File: src/rtl/truth_table_prober.sv
// Purpose: on-chip BIST prober; sweeps all 2**N_IN input vectors of an external function and checks its truth table against REF.
// Latency: busy for 2**N_IN*SETTLE cycles after an accepted start, then a one-cycle done pulse with results.
// Backpressure: none; start is accepted only in IDLE, and start seen in RUN or FIN is dropped, not queued.
module truth_table_prober #(
    parameter int N_IN   = 5,
    parameter int SETTLE = 1,
    parameter logic [2**N_IN-1:0] REF = 32'hD5BA8AE9
) (
    input  logic                 clk,
    input  logic                 rst_n,
    input  logic                 start,
    output logic [N_IN-1:0]      fn_in,
    input  logic                 fn_out,
    output logic                 busy,
    output logic                 done,
    output logic [2**N_IN-1:0]   tbl,
    output logic [2**N_IN-1:0]   err_mask,
    output logic [N_IN:0]        err_cnt,
    output logic                 pass
);

    localparam int TBL_W = 2**N_IN;
    localparam int CNT_W = (SETTLE > 1) ? $clog2(SETTLE) : 1;
    localparam logic [CNT_W-1:0] SETTLE_LAST = CNT_W'(SETTLE - 1);

    localparam logic [1:0] ST_IDLE = 2'd0;
    localparam logic [1:0] ST_RUN  = 2'd1;
    localparam logic [1:0] ST_FIN  = 2'd2;

    logic [1:0]       state_q,    state_d;
    logic [N_IN-1:0]  fn_in_q,    fn_in_d;
    logic [CNT_W-1:0] settle_q,   settle_d;
    logic             busy_q,     busy_d;
    logic             done_q,     done_d;
    logic [TBL_W-1:0] tbl_q,      tbl_d;
    logic [TBL_W-1:0] err_mask_q, err_mask_d;
    logic [N_IN:0]    err_cnt_q,  err_cnt_d;
    logic             pass_q,     pass_d;

    // Table position of the current vector: entry i lives at bit TBL_W-1-i, which is ~i in N_IN bits.
    logic [N_IN-1:0]  idx;
    logic             mism;

    // Next-state logic: sweep sequencing, sampling and result accumulation.
    always_comb begin
        state_d    = state_q;
        fn_in_d    = fn_in_q;
        settle_d   = settle_q;
        tbl_d      = tbl_q;
        err_mask_d = err_mask_q;
        err_cnt_d  = err_cnt_q;
        pass_d     = pass_q;
        idx        = ~fn_in_q;
        mism       = fn_out ^ REF[idx];

        case (state_q)
            ST_IDLE: begin
                if (start) begin
                    state_d    = ST_RUN;
                    fn_in_d    = '0;
                    settle_d   = '0;
                    tbl_d      = '0;
                    err_mask_d = '0;
                    err_cnt_d  = '0;
                    pass_d     = 1'b0;
                end
            end
            ST_RUN: begin
                if (settle_q == SETTLE_LAST) begin
                    // Vector has been held SETTLE cycles: capture and move on.
                    settle_d        = '0;
                    tbl_d[idx]      = fn_out;
                    err_mask_d[idx] = mism;
                    if (mism) begin
                        err_cnt_d = err_cnt_q + {{N_IN{1'b0}}, 1'b1};
                    end
                    fn_in_d = fn_in_q + {{(N_IN-1){1'b0}}, 1'b1};
                    if (fn_in_q == {N_IN{1'b1}}) begin
                        state_d = ST_FIN;
                    end
                end else begin
                    settle_d = settle_q + {{(CNT_W-1){1'b0}}, 1'b1};
                end
            end
            ST_FIN: begin
                state_d = ST_IDLE;
            end
            default: begin
                state_d = ST_IDLE;
            end
        endcase

        // Pass verdict uses the count including the final vector's compare.
        if (state_d == ST_FIN) begin
            pass_d = (err_cnt_d == '0);
        end

        busy_d = (state_d == ST_RUN);
        done_d = (state_d == ST_FIN);
    end

    // State and result registers; reset aborts any sweep and clears results.
    always_ff @(posedge clk or negedge rst_n) begin
        if (!rst_n) begin
            state_q    <= ST_IDLE;
            fn_in_q    <= '0;
            settle_q   <= '0;
            busy_q     <= 1'b0;
            done_q     <= 1'b0;
            tbl_q      <= '0;
            err_mask_q <= '0;
            err_cnt_q  <= '0;
            pass_q     <= 1'b0;
        end else begin
            state_q    <= state_d;
            fn_in_q    <= fn_in_d;
            settle_q   <= settle_d;
            busy_q     <= busy_d;
            done_q     <= done_d;
            tbl_q      <= tbl_d;
            err_mask_q <= err_mask_d;
            err_cnt_q  <= err_cnt_d;
            pass_q     <= pass_d;
        end
    end

    assign fn_in    = fn_in_q;
    assign busy     = busy_q;
    assign done     = done_q;
    assign tbl      = tbl_q;
    assign err_mask = err_mask_q;
    assign err_cnt  = err_cnt_q;
    assign pass     = pass_q;

endmodule

File: config.mk
export PLATFORM = sky130hd
export DESIGN_NAME = truth_table_prober
export DESIGN_NICKNAME = d
export VERILOG_FILES = /design/src/rtl/truth_table_prober.sv
export SDC_FILE = /design/constraint.sdc
export NUM_CORES = 1
export LEC_CHECK = 0
export ABC_CLOCK_PERIOD_IN_PS = 2590
export BUFFER_PORTS_ARGS = -buffer_cell sky130_fd_sc_hd__buf_2
export CAP_MARGIN = 20
export CORE_MARGIN = 2
export CORE_UTILIZATION = 54
export CTS_CLUSTER_SIZE = 12
export DETAILED_ROUTE_END_ITERATION = 16
export GPL_TIMING_DRIVEN = 0
export PLACE_DENSITY = 0.9
export SKIP_LAST_GASP = 1
export SLEW_MARGIN = 20
export SYNTH_ARGS = -nofsm -noshare
export SYNTH_HDL_FRONTEND = slang
export SYNTH_SLANG_ARGS = --single-unit
File: constraint.sdc
create_clock -name clk -period 2.59 [get_ports clk]
set_clock_uncertainty 0.15 [all_clocks]
set_input_delay 0.259 -clock clk [delete_from_list [all_inputs] [get_ports clk]]
set_output_delay 0.259 -clock clk [all_outputs]
set_load 0.02 [all_outputs]
== Word level (Yosys, flattened, before mapping) ==
Memories as Yosys holds them, arrays and structs flattened.
Cells that the tools add are included.
Word-level totals
  register bits: 81
  bits in read-only memories: 32
  bits of input ports: 4
  output and inout port bits: 78
  logic and storage cells: 58
  memories kept: 1
Memories
  (name not given): depth 32, width 1, read ports 1, clocked after Yosys merged registers in 0, wr ports 0, line 54  | mism = fn_out ^ REF[idx];
Cells by class
  add/subtract/negate cells: 3
  magnitude comparators: 2
  equality and inequality tests: 6
  mux-type cells: 26
  bitwise operators: 2
  reduce and logical (&&, ||, !) cells: 9
Operator list (count)
  $pmux W32 S2: 2
  $mux W32: 3
  $bwmux W32: 2
  $mux W6: 3
  $pmux W6 S2: 1
  $mux W5: 2
  $pmux W5 S2: 1
  $add A6 B1 Y6 const B: 1
  $logic_not A6 Y1: 1
  $lt A5 B6 Y1 const B: 1
  $mux W1: 6
  $mux W2: 3
  $reduce_bool A2 Y1: 3
  $add A5 B1 Y5 const B: 1
  $demux W1 S5: 1
  $eq A5 B5 Y1 const B: 1
  $ge A5 B1 Y1 const B: 1
  $not A5 Y5: 1
  $eq A2 B1 Y1 const B: 2
  $ne A2 B2 Y1 const B: 2
  $pmux W2 S2: 1
  $reduce_and A2 Y1: 2
  $reduce_and A3 Y1: 1
  $eq A2 B2 Y1 const B: 1
  5 further kinds: 5

== Longest topological paths before layout ==
  depth after elaboration: 9
  depth in mapped cells: 9
  mapped depth without buffers: 8

== Least setup slack after synthesis ==
No wires, ideal clock.
  path type: reg-to-reg
  from: reg fn_in_q[2], in the netlist fn_in[2]
  to: reg pass_q, in the netlist pass
  setup time: 0.092 ns
  data arrival time: 2.163 ns
  setup slack: 0.185 ns
  stages on the path, launching flop included: 10
  path buffers: 2
  period minus slack after synthesis: 2.405 ns
  path through: dfrtp_1 > buf_2 > buf_1 > and3_1 > ha_1 > nand2_1 > nor4b_1 > nand2_1 > mux2_4 > o31ai_2
On the way
  longest elaborated chain between the ends: 9
RTL lines
  start, declared: line 31  | logic [N_IN-1:0] fn_in_q, fn_in_d;
  start signal, assigned: line 116  | fn_in_q <= fn_in_d;
  $not A5 Y5: line 53  | idx = ~fn_in_q;
  $mem_v2 Z32 W1
  $mux W1 (implied by the code): line 54
  $xor A1 B1 Y1: line 54
  $mux W6: line 74  | if (mism) begin
  $mux W6: line 69  | if (settle_q == SETTLE_LAST) begin
  $pmux W6 S2: line 56  | case (state_q)
  $logic_not A6 Y1: line 95  | pass_d = (err_cnt_d == '0);
  $mux W1: line 94  | if (state_d == ST_FIN) begin
  end signal, assigned: line 123  | pass_q <= pass_d;
  end, declared: line 38  | logic pass_q, pass_d;
Parallel ways exist; a longest one is shown, timed or not. The select of a mux whose other input is x is not followed.
A chain may end at the register's enable or synchronous reset.

== Final worst setup path ==
  from: reg fn_in_q[0], in the netlist fn_in[0]
  to: reg err_cnt_q[2], in the netlist err_cnt[2]
On the way
  longest elaborated chain between the ends: 7
RTL lines
  $not A5 Y5: line 53
  $mem_v2 Z32 W1
  $mux W1 (implied by the code): line 54
  $xor A1 B1 Y1: line 54
  $mux W6: line 74
  $mux W6: line 69
  $pmux W6 S2: line 56
  via err_cnt_d[2]: line 37  | logic [N_IN:0] err_cnt_q, err_cnt_d;
  end signal, assigned: line 122  | err_cnt_q <= err_cnt_d;
  end, declared: line 37
The timed path passes the listed nets, and every way through them passes these cells. The select of a mux whose other input is x is not followed.

==> run_results.csv <==
group,metric,value,unit
final_layout,nets,484,
clocking,cts_tree,"done",
floorplanning,num_rows,29,
critical_path,crit_type,"reg2reg",
power,p_leak,2.17,nW
power,vdd_drop_max,0.637,mV
drt,drtIter0Drc,242,
critical_path,rr_worst_depth,8,
logic_synthesis,ys_warn_count,0,
power,pwr-share-comb,46.4,%
sta,finalCriticalPeriod,2.44,ns
drt,wl_per_cell,16.1,microns
floorplanning,die_x,86.2,microns
power,switching_power,2.50,mW
power,seqPwrFrac,36.6,%
sta,hold_viol_final,0,
placement,gp_congestion,0.915,
sta,maxSlewHeadroom,69.0,%
drt,vias,3117,
clocking,cts_root_buf,"clkbuf_8",
sta,rsz0062_at_grt,"no",
drt,routed_wl,8950,microns
floorplanning,die_y,86.2,microns
final_layout,layout_common_cells,"nand2_1, buf_2, dfrtp_1, o21ai_0, nor2_1",
clocking,post_cts_resized,0,
floorplanning,start_util,56.5,%
critical_path,end_kind,"flip-flop",
power,p_int,2.99,mW
power,clkPwrFrac,17.0,%
grt,gr-total-overflow,0,
floorplanning,core,0.00646,sq mm
sta,layout_setup_ws,0.146,ns
placement,dpl_worst_slack,-0.0372,ns
final_layout,multiInputGateArea,0.00154,sq mm
placement,io_buffer_count,81,
logic_synthesis,synth.distinct_cells,38,
placement,dp_hpwl,6430,microns
logic_synthesis,synth_ff_type,"dfrtp_1",
min_path,hold_path.class,"in2reg",
grt,grt_pass1_vias,3115,
outcome,run_status,"completed",
sta,final.period_utilization,94.4,%
sta,max_freq,409,MHz
grt,grtUsageTotal,25.4,%
drt,detail-route-antenna-nets,0,
final_layout,area_growth_syn_to_layout,20.4,%
critical_path,cp.arrival,2.54,ns
sta,drv_slew,0,
sta,tightestPinTransition,0.465,ns
grt,grt_pass1_wl,14800,microns
floorplanning,io_pins,82,
logic_synthesis,async_flop_share,100,%
final_layout,nFillCells,487,
clocking,htree_levels,3,
final_layout,drive_gt1_share,23.6,%
grt,grt_max_degree,46,
logic_synthesis,synthesis.area,0.00365,sq mm
critical_path,required,2.69,ns
final_layout,regArea,0.00200,sq mm
clocking,cts_buffers,9,
logic_synthesis,synth_edf_count,0,
placement,dp_cells,538,
sta,finalSetupViolCount,0,
sta,worst_hold_slack,0.0679,ns
drt,drc,0,
grt,antenna_found_initial,0,
clocking,path_clk_slew,0.09,ns
placement,placed_area,0.00418,sq mm
critical_path,cp_max_fo,8,
critical_path,start_kind,"flip-flop",
final_layout,n_antenna_cell,0,
clocking,clock_latency,0.35,ns
final_layout,fin_cells,555,
flow_run,drv_cap,0,
logic_synthesis,synth_area_per_cell,9.63,sq um
logic_synthesis,synth-seq-area-share,54.8,%
min_path,min_path_cells,2,
drt,drt_first_pass_iters,5,
logic_synthesis,synth_cells,379,
power,power_switching_share,45.5,%
floorplanning,die_area,0.00743,sq mm
clocking,cts.sinks,80,
final_layout,utilization,68.0,%
final_layout,design_area,0.00439,sq mm
power,power.density,1250,mW/mm^2
final_layout,final_common_cell,"nand2_1",
drt,via_per_inst,5.62,
logic_synthesis,ys_seq_elements,80,
clocking,clockBufferDepth,2,
logic_synthesis,syn-num-nets,390,
==> area by class of cell <==
class	instances	share of cell area, %
inverters	5	0.427
repair buffers	84	10.1
clock inverters	7	1.85
well taps	77	2.19
plain buffers	18	1.88
multi-input cells	275	35.1
flip-flops and latches	80	45.6
clock buffers	9	2.82
==> cell families after synthesis <==
family | share of synthesized area [%]
buffers and inverters | 2.88
AND/OR/NAND/NOR | 20.1
AO/OA/AOI/OAI | 10.6
flip-flops | 54.8
XOR/XNOR | 0.240
multiplexers | 8.94
adder cells (fa/ha/maj) | 2.40
==> cell usage after synthesis, types with 2 or more instances <==
cell / count / area [sq um]
o211ai_1: 2 / 15.0
a22o_1: 7 / 61.3
nand3_1: 14 / 70.1
buf_2: 6 / 30.0
clkbuf_1: 11 / 41.3
o21ai_0: 40 / 200
o21ai_1: 5 / 25.0
dfrtp_1: 80 / 2000
inv_1: 5 / 18.8
nor3_1: 7 / 35.0
ha_1: 7 / 87.6
nor2b_1: 4 / 25.0
nand2_1: 103 / 387
nor2_1: 32 / 120
and2_1: 2 / 12.5
mux2i_1: 30 / 300
nand2b_1: 3 / 18.8
==> stage by stage <==
stage / total power, mW / TNS (ns)
floorplan: 3.66 / 0
global placement: 4.44 / 0
detailed placement: 4.54 / -0.0372
CTS: 5.48 / 0
global route: 5.83 / 0
finish: 5.50 / 0
==> layer usage <==
metal	GRT usage, %	share of wire [%]
met4	8.52	1.7
met2	41.7	49
met1	33.5	42
met3	6.00	7.0
met5	0	0
==> path summary, 6_finish.rpt <==
kind | startpoint | end | slack [ns]
worst min register to register | tbl[4] | tbl[4] | 0.35
max in group asynchronous | rst_n | tbl[4] | 1.44
worst min-delay path | fn_out | err_mask[4] | 0.07
worst max register to register | fn_in[0] | err_cnt[2] | 0.15
worst max-delay path | fn_in[0] | err_cnt[2] | 0.15
min in group asynchronous | rst_n | err_mask[9] | 0.25
==> sequential cells by signal, indices dropped and copies added (netlist names) <==
register and flops:
err_cnt 6, busy 1, err_mask 32, state_q 2, tbl 32, pass 1
done 1, fn_in 5
==> worst max-delay path: stages, from the launching register on <==
cell     delay, ns
dfrtp_1       0.49
inv_1         0.11
ha_1          0.33
mux2i_1       0.13
o32a_1        0.24
a31oi_4       0.14
o21ai_1       0.23
mux2_1        0.34
a22o_1        0.17
==> timing repair <==
item,CTS,global route
hold buffers,1,0
buffers inserted,0,1
endpoints found under the hold margin,35,0
endpoints found under the setup margin,1,1
pin swaps,0,1
==> power by group through the flow <==
stage	Clock [mW]	Combinational, mW	Sequential, mW
after global placement	0	2.44	2.00
final	0.936	2.55	2.01
after detailed placement	0	2.53	2.02
after floorplan	0	1.15	2.51
after CTS	0.947	2.53	2.00
after global routing	0.999	2.78	2.06
Note: power is estimated with default switching activity, not from simulation.
